`src/rtl/ttt_pkg.sv`:
```
// Shared FSM states and frame constants for the TTT programming loader.
// Define TTT_PROG_CHECKSUM_EN to add a trailing XOR checksum byte to every frame.
package ttt_pkg;

  typedef enum logic [2:0] {
    S_HDR,
    S_PID,
    S_CID,
    S_DATA,
`ifdef TTT_PROG_CHECKSUM_EN
    S_CSUM,
`endif
    S_ISSUE,
    S_GAP,
    S_DONE
  } state_t;

  localparam logic [4:0] INSTR_NOP = 5'd0;
  localparam int         END_BIT   = 7;

`ifdef TTT_PROG_CHECKSUM_EN
  localparam int FRAME_BYTES = 5;
`else
  localparam int FRAME_BYTES = 4;
`endif

endpackage

```
`src/rtl/ttt_prog_frame_check.sv`:
```
// Latches frame fields byte by byte and flags out-of-range ids (and bad checksum
// when TTT_PROG_CHECKSUM_EN is defined); o_bad is valid on the frame's last byte.
module ttt_prog_frame_check
  import ttt_pkg::*;
#(
  parameter int NUM_PROCESSORS  = 10,
  parameter int NUM_CONNECTIONS = 50,
  parameter int PROG_WIDTH      = 8,
  localparam int PID_W = $clog2(NUM_PROCESSORS),
  localparam int CID_W = $clog2(NUM_CONNECTIONS)
) (
  input  logic                  i_clk,
  input  logic                  i_reset,
  input  logic [7:0]            i_byte,
  input  logic                  i_load,
  output logic [4:0]            o_opcode,
  output logic [PID_W-1:0]      o_pid,
  output logic [CID_W-1:0]      o_cid,
  output logic [PROG_WIDTH-1:0] o_data,
  output logic                  o_bad
);

  localparam logic [2:0] LAST_IDX = 3'(FRAME_BYTES - 1);

  logic [2:0]            r_idx;
  logic [4:0]            r_opcode;
  logic [PID_W-1:0]      r_pid;
  logic [CID_W-1:0]      r_cid;
  logic [PROG_WIDTH-1:0] r_data;
  logic                  r_range_bad;
  logic                  w_pid_oor;
  logic                  w_cid_oor;

  assign w_pid_oor = int'(i_byte) >= NUM_PROCESSORS;
  assign w_cid_oor = int'(i_byte) >= NUM_CONNECTIONS;

`ifdef TTT_PROG_CHECKSUM_EN
  logic [7:0] r_xor;
  // The incoming CSUM byte closes the XOR, so a good frame folds to zero.
  assign o_bad = r_range_bad | ((r_xor ^ i_byte) != 8'h00);
`else
  assign o_bad = r_range_bad;
`endif

  always_ff @(posedge i_clk) begin
    if (i_reset) begin
      r_idx       <= 3'd0;
      r_opcode    <= INSTR_NOP;
      r_pid       <= '0;
      r_cid       <= '0;
      r_data      <= '0;
      r_range_bad <= 1'b0;
`ifdef TTT_PROG_CHECKSUM_EN
      r_xor       <= 8'h00;
`endif
    end else if (i_load) begin
      r_idx <= (r_idx == LAST_IDX) ? 3'd0 : r_idx + 3'd1;
      case (r_idx)
        3'd0: begin
          r_opcode    <= i_byte[4:0];
          r_range_bad <= 1'b0;
        end
        3'd1: begin
          r_pid       <= i_byte[PID_W-1:0];
          r_range_bad <= w_pid_oor;
        end
        3'd2: begin
          r_cid       <= i_byte[CID_W-1:0];
          r_range_bad <= r_range_bad | w_cid_oor;
        end
        3'd3:    r_data <= PROG_WIDTH'(i_byte);
        default: ;
      endcase
`ifdef TTT_PROG_CHECKSUM_EN
      r_xor <= (r_idx == 3'd0) ? i_byte : (r_xor ^ i_byte);
`endif
    end
  end

  assign o_opcode = r_opcode;
  assign o_pid    = r_pid;
  assign o_cid    = r_cid;
  assign o_data   = r_data;

endmodule

```
`src/rtl/ttt_prog_loader.sv`:
```
// Byte-stream loader issuing one token-network programming instruction per frame,
// 1 cycle after the last byte; in_ready drops during issue/gap and after END.
module ttt_prog_loader
  import ttt_pkg::*;
#(
  parameter int NUM_PROCESSORS  = 10,
  parameter int NUM_CONNECTIONS = 50,
  parameter int PROG_WIDTH      = 8
) (
  input  logic                               clock_fast,
  input  logic                               reset,
  input  logic [7:0]                         in_data,
  input  logic                               in_valid,
  output logic                               in_ready,
  output logic [4:0]                         instruction,
  output logic [PROG_WIDTH-1:0]              prog_data,
  output logic [$clog2(NUM_PROCESSORS)-1:0]  processor_id,
  output logic [$clog2(NUM_CONNECTIONS)-1:0] connection_id,
  output logic                               done,
  output logic                               err,
  output logic [7:0]                         frame_count
);

  state_t     r_state;
  logic       r_in_ready;
  logic [4:0] r_instruction;
  logic       r_done;
  logic       r_err;
  logic [7:0] r_frame_count;

  logic       w_xfer;
  logic       w_hdr_skip;
  logic       w_load;
  logic [4:0] w_opcode;
  logic       w_frame_bad;

  assign w_xfer     = in_valid && r_in_ready;
  assign w_hdr_skip = in_data[END_BIT] || (in_data[4:0] == INSTR_NOP);
  // END and NOP headers never start a frame, so they must not reach the field latches.
  assign w_load     = w_xfer && !((r_state == S_HDR) && w_hdr_skip);

  ttt_prog_frame_check #(
    .NUM_PROCESSORS (NUM_PROCESSORS),
    .NUM_CONNECTIONS(NUM_CONNECTIONS),
    .PROG_WIDTH     (PROG_WIDTH)
  ) u_frame_check (
    .i_clk   (clock_fast),
    .i_reset (reset),
    .i_byte  (in_data),
    .i_load  (w_load),
    .o_opcode(w_opcode),
    .o_pid   (processor_id),
    .o_cid   (connection_id),
    .o_data  (prog_data),
    .o_bad   (w_frame_bad)
  );

  always_ff @(posedge clock_fast) begin
    if (reset) begin
      r_state       <= S_HDR;
      r_in_ready    <= 1'b1;
      r_instruction <= INSTR_NOP;
      r_done        <= 1'b0;
      r_err         <= 1'b0;
      r_frame_count <= 8'd0;
    end else begin
      r_instruction <= INSTR_NOP;
      case (r_state)
        S_HDR: if (w_xfer) begin
          if (in_data[END_BIT]) begin
            r_state    <= S_DONE;
            r_in_ready <= 1'b0;
            r_done     <= 1'b1;
          end else if (in_data[4:0] != INSTR_NOP) begin
            r_state <= S_PID;
          end
        end
        S_PID: if (w_xfer) r_state <= S_CID;
        S_CID: if (w_xfer) r_state <= S_DATA;
`ifdef TTT_PROG_CHECKSUM_EN
        S_DATA: if (w_xfer) r_state <= S_CSUM;
        S_CSUM: if (w_xfer) begin
`else
        S_DATA: if (w_xfer) begin
`endif
          if (w_frame_bad) begin
            r_err   <= 1'b1;
            r_state <= S_HDR;
          end else begin
            r_state       <= S_ISSUE;
            r_in_ready    <= 1'b0;
            r_instruction <= w_opcode;
          end
        end
        S_ISSUE: begin
          r_state <= S_GAP;
          if (r_frame_count != 8'hFF) r_frame_count <= r_frame_count + 8'd1;
        end
        S_GAP: begin
          r_state    <= S_HDR;
          r_in_ready <= 1'b1;
        end
        S_DONE: r_state <= S_DONE;
        default: begin
          r_state    <= S_HDR;
          r_in_ready <= 1'b1;
        end
      endcase
    end
  end

  assign in_ready    = r_in_ready;
  assign instruction = r_instruction;
  assign done        = r_done;
  assign err         = r_err;
  assign frame_count = r_frame_count;

endmodule

```
`config.mk`:
```
export PLATFORM = sky130hd
export DESIGN_NAME = ttt_prog_loader
export DESIGN_NICKNAME = d
export VERILOG_FILES = /design/src/rtl/ttt_pkg.sv /design/src/rtl/ttt_prog_frame_check.sv /design/src/rtl/ttt_prog_loader.sv
export SDC_FILE = /design/constraint.sdc
export NUM_CORES = 1
export LEC_CHECK = 0
export CAP_MARGIN = 20
export CORE_MARGIN = 4
export CORE_UTILIZATION = 25
export DETAILED_ROUTE_END_ITERATION = 10
export HOLD_SLACK_MARGIN = 0.06
export SYNTH_ARGS = -nofsm -noshare
export SYNTH_HDL_FRONTEND = slang
export SYNTH_SLANG_ARGS = --single-unit
```
`constraint.sdc`:
```
create_clock -name clock_fast -period 2.2 [get_ports clock_fast]
set_input_delay 0.44 -clock clock_fast [delete_from_list [all_inputs] [get_ports clock_fast]]
set_output_delay 0.44 -clock clock_fast [all_outputs]
set_load 0.05 [all_outputs]
```
After elaboration in Yosys (flattened, before gate mapping)
Cells that the tools add are included.
- add/subtract/negate cells: 2
- order comparisons: 2
- eq/ne operators: 16
- multiplexer cells: 15
- bitwise operators: 4
- reduce and logical (&&, ||, !) cells: 22
- operators with widths (operator ; count):
    $mux 3 ; 8
    $pmux 3 s6 ; 1
    $eq 3x2->1 const B ; 4
    $ne 2x2->1 const B ; 6
    $reduce_and 2->1 ; 6
    $reduce_and 5->1 ; 2
    $add 8x1->8 const B ; 1
    $ge 8x4->1 const B ; 1
    $ge 8x6->1 const B ; 1
    $ne 8x8->1 const B ; 1
    $reduce_or 4->1 ; 2
    $eq 3x1->1 const B ; 2
    $eq 3x3->1 const B ; 2
    $logic_not 3->1 ; 2
    $pmux 1 s3 ; 2
    $reduce_and 3->1 ; 2
    $logic_not 5->1 ; 1
    $reduce_bool 5->1 ; 1
    $mux 1 ; 4
    $add 3x1->3 const B ; 1
    $logic_and 1x1->1 ; 3
    $ne 3x2->1 const B ; 1
    $not 1->1 ; 3
    $reduce_bool 3->1 ; 1
    3 further kinds ; 3
- flip-flop bits (word level): 46
- input bits: 11

Longest topological paths before layout
- depth after elaboration: 6
- mapped depth: 6
- gate-level depth less buffers: 6

Cells and area by module
A second synthesis with hierarchy kept.
- cells, all modules: 202
- area, all modules: 1970.6 µm²
- modules (own cells, without submodules) (module ; instances ; cells an instance ; area an instance (µm²) ; seq. area each (µm²)):
    ttt_prog_frame_check ; 1 ; 107 ; 1106.1 ; 540.5
    ttt_prog_loader ; 1 ; 95 ; 864.6 ; 380.4

Worst setup path after synthesis
No wires, ideal clock.
- path type: register to register
- start point: register r_in_ready (netlist: in_ready)
- end point: register u_frame_check.r_opcode[4] (netlist: u_frame_check.o_opcode[4])
- library setup time: 128 ps
- arrival time: 1951 ps
- slack: 121 ps
- cell stages (with the launch flop): 5
- clock period less this slack: 2079 ps
- cells stage by stage: dfxtp_1 > nand2_1 > a2111oi_2 > mux2i_1 > nor2_1
- longest elaborated chain between the ends: 3
- ends and longest elaborated chain (element ; line ; text):
    start, declared ; ttt_prog_loader.sv:25 ; logic r_in_ready;
    start signal, assigned ; ttt_prog_loader.sv:61 ; r_in_ready <= 1'b1;
    start signal, assigned ; ttt_prog_loader.sv:72 ; r_in_ready <= 1'b0;
    start signal, assigned ; ttt_prog_loader.sv:91 ; r_in_ready <= 1'b0;
    $logic_and 1x1->1 ; ttt_prog_loader.sv:37 ; assign w_xfer = in_valid && r_in_ready;
    $logic_and 1x1->1 ; ttt_prog_loader.sv:40 ; assign w_load = w_xfer && !((r_state == S_HDR) && w_hdr_skip);
    $reduce_and 2->1 (no line) ; n/a ;
    end signal, assigned ; ttt_prog_frame_check.sv:60 ; r_opcode <= i_byte[4:0];
    end, declared ; ttt_prog_frame_check.sv:26 ; logic [4:0] r_opcode;
Every way passes these cells.
A chain may end at the register's enable or synchronous reset.

Worst setup path after layout
- start point: input in_data[7]
- end point: register u_frame_check.r_opcode[3] (netlist: u_frame_check.o_opcode[3])
- longest elaborated chain between the ends: 5
- ends and longest elaborated chain (element ; line ; text):
    start, declared ; ttt_prog_loader.sv:12 ; input logic [7:0] in_data,
    $logic_or 1x1->1 ; ttt_prog_loader.sv:38 ; assign w_hdr_skip = in_data[END_BIT] || (in_data[4:0] == INSTR_NOP);
    $logic_and 1x1->1 ; ttt_prog_loader.sv:40 ;
    $logic_not 1->1 ; ttt_prog_loader.sv:40 ;
    $logic_and 1x1->1 ; ttt_prog_loader.sv:40 ;
    $reduce_and 2->1 (no line) ; n/a ;
Every way passes these cells.

==> impl_metrics.yaml <==
finish:
  diodes: 0
  layout-drive-gt1-share_pct: 13.65
  area.growth.synth_to_final_pct: 41.88
  nNetsFinal: 286
  most-common-layout-cells: "dfxtp_1, clkdlybuf4s50_1, nor2_1"
  final_core_util_pct: 36.64
  layout_commonest_cell: "dfxtp_1"
status:
  status: "finished clean"
clock_network:
  cts_tree: "built"
  numCtsBuffers: 5
  cts_setup_buffers: 0
  clkLatencyLatePin_ns: 0.30
  htreeDepth: 2
  clock-sinks: 46
  cts.root.buffer_cell: "clkbuf_8"
  cts_buffer_depth: 2
  path_clk_slew_ns: 0.10
  postCtsResizedCells: 0
  ctsHoldBuffers: 0
route:
  drc: 0
  drt-initial-drc-count: 61
  ant_nets: 0
  vias: 1694
  first_pass_iters: 4
  wl_microns: 4843
  wire_per_inst_microns: 12.98
  vias_per_cell: 4.542
pwr:
  p_leak_nw: 0.9807
  p_per_area_mw_per_mm2: 725.5
  vdd_drop_max_mv: 0.2945
  finalPower_mw: 2.054
floorplanning:
  fp.dieH_microns: 97.35
  initial_utilization_pct: 25.83
  dieWidth_microns: 97.35
  fp.coreArea_sq_mm: 0.007727
  dieArea_sq_mm: 0.009476
  rows: 32
  ioPinCount: 45
timing:
  slew_headroom_pct: 44.76
  hold_viol: 0
  slew_viol_final: 0
  max_freq_mhz: 493.9
  min_period_over_period_pct: 92.02
  setup_viol: 0
  worst_slew_pin_slew_ns: 0.8270
  fin_crit_ns: 2.025
  fin_tns_setup_ns: 0
  worst_clock_skew_ns: 0.01322
  whs_ns: 0.4879
  rsz0062_at_grt: "false"
  postLayoutSetupSlackWorst_ns: 0.1755
global_routing:
  grt_usage_pct: 10.67
  antenna_found_initial: 0
  first_global_vias: 1729
  grt_pass1_wl_microns: 8445
  gr-total-overflow: 0
  grt_max_degree: 21
worst_hold_path:
  worstHoldPathCells: 2
  hold_path.class: "flop to flop"
  worstHoldEndpoint: "done"
  hold_path_startpoint: "done"
yosys:
  synth_edf_count: 0
  yosysWarningCount: 0
  syn-num-nets: 222
  synthCells: 206
  synth.distinct_cells: 41
  yosys-top-cells-area: "dfxtp_1, mux2i_1, nor2_1, ha_1, a21oi_1"
  synthFlopType: "dfxtp_1"
  ys_seq_area_share_pct: 46.14
  synth_seq_cells: 46
  synthesis.area_sq_mm: 0.001996
  synthArstFlopShare_pct: 0
  yosys.area.top_type: "dfxtp_1"
  avgSynthCellArea_sq_um: 9.688
  netlist.area_leader.share_pct: 46.14
worst_setup_path:
  critPathMaxFanout: 5
  critPathKind: "input pin to flop"
  arrival_ns: 2.22
  cpPeakStageDelay_ns: 0.79
  cp_slowest_cell: "a2111oi_2"
  worst_r2r_path_depth: 4
  critPathTopFamily: "compound AO/OA/AOI/OAI gates"
  worstPathCellList: "clkdlybuf4s50_1 > nor4b_2 > a2111oi_2 > mux2i_1 > nor2_1"
  crit_start: "in_data[7]"
  cp_num_buf_inv: 1
  r2r_setup_slack_ns: 0.25
  start_kind: "input pin"
  crit_required_ns: 2.40
  critPathCaptureType: "flop"
  rr_startpoint: "r_state[1]"
  r2r_end: "u_frame_check.o_opcode[3]"
job:
  maxCapViolations: 0
place:
  place_congestion: 0.7735
  hpwl_microns: 3660
  io_buffer_count: 44
  place_ws_ns: -0.1304
-- per-layer routing --
layer	GRT usage, %	vias to the layer above	wire length, microns
li1	-	859	-
met1	13.53	797	2329
met2	17.52	34	2233
met3	3.230	4	241
met4	3.088	0	39
met5	0	-	0
-- tightest hold or removal path, cell delays in order, from the launching register on --
cell	delay, ns
dfxtp_1	0.34
a31oi_1	0.04
nor2_1	0.07
-- report_power, final --
group          internal (mW)  total [mW]  leakage, nW  switching (mW)
clock                  0.455       0.759       0.0683           0.304
combinational          0.168       0.376        0.540           0.208
sequential             0.873       0.919        0.373          0.0461
-- state kept, by name, summed over array words and instances, names as in the netlist, 3 cells and up --
name,count
instruction,5
frame_count,8
u_frame_check.o_data,8
u_frame_check.o_opcode,5
u_frame_check.r_idx,3
u_frame_check.o_cid,6
u_frame_check.o_pid,4
r_state,3
-- cell usage after synthesis, types with 4 or more instances --
cell / number
dfxtp_1: 46
a21oi_1: 8
nor2_1: 38
nand2_1: 6
nor3_1: 6
nand2b_1: 6
ha_1: 5
mux2i_1: 26
a211oi_1: 4
and2_1: 5
inv_1: 7
clkbuf_1: 5
-- final cells by class --
cell class / count / area [sq um]
clock buffers: 5 / 68.82
clock inverters: 3 / 68.82
multi-input cells: 144 / 1013
flip-flops and latches: 46 / 920.9
fillers: 776 / 4896
repair buffers: 66 / 605.6
inverters: 7 / 26.28
well taps: 102 / 127.6
-- stage by stage --
step	instances	cell area, sq um
final	373	2831
after global routing	373	2831
after CTS	373	2831
after detailed placement	365	2694
after global placement	365	2694
after floorplan	206	1996
-- logic make-up (layout without fill, tap and decap cells) --
logic type / Yosys count / in the layout / synth area share [%]
simple gates: 77 / 77 / 19.69
flops: 46 / 46 / 46.14
compound gates: 33 / 33 / 13.29
mux: 26 / 26 / 13.04
buf+inv: 16 / 81 / 3.386
fa+ha+maj: 5 / 5 / 3.135
xor+xnor: 3 / 3 / 1.317
-- worst max path at each step --
stage          slack [ns]  cells after the start                         to
2_1_floorplan        0.12                      4  u_frame_check.o_opcode[4]
5_1_grt              0.08                      5  u_frame_check.o_opcode[3]
3_3_place_gp        -0.14                      5  u_frame_check.o_opcode[2]
6_report             0.18                      5  u_frame_check.o_opcode[3]
3_5_place_dp        -0.13                      5  u_frame_check.o_opcode[3]
4_1_cts              0.17                      5  u_frame_check.o_opcode[3]
Power figures use the tool's default switching activity.
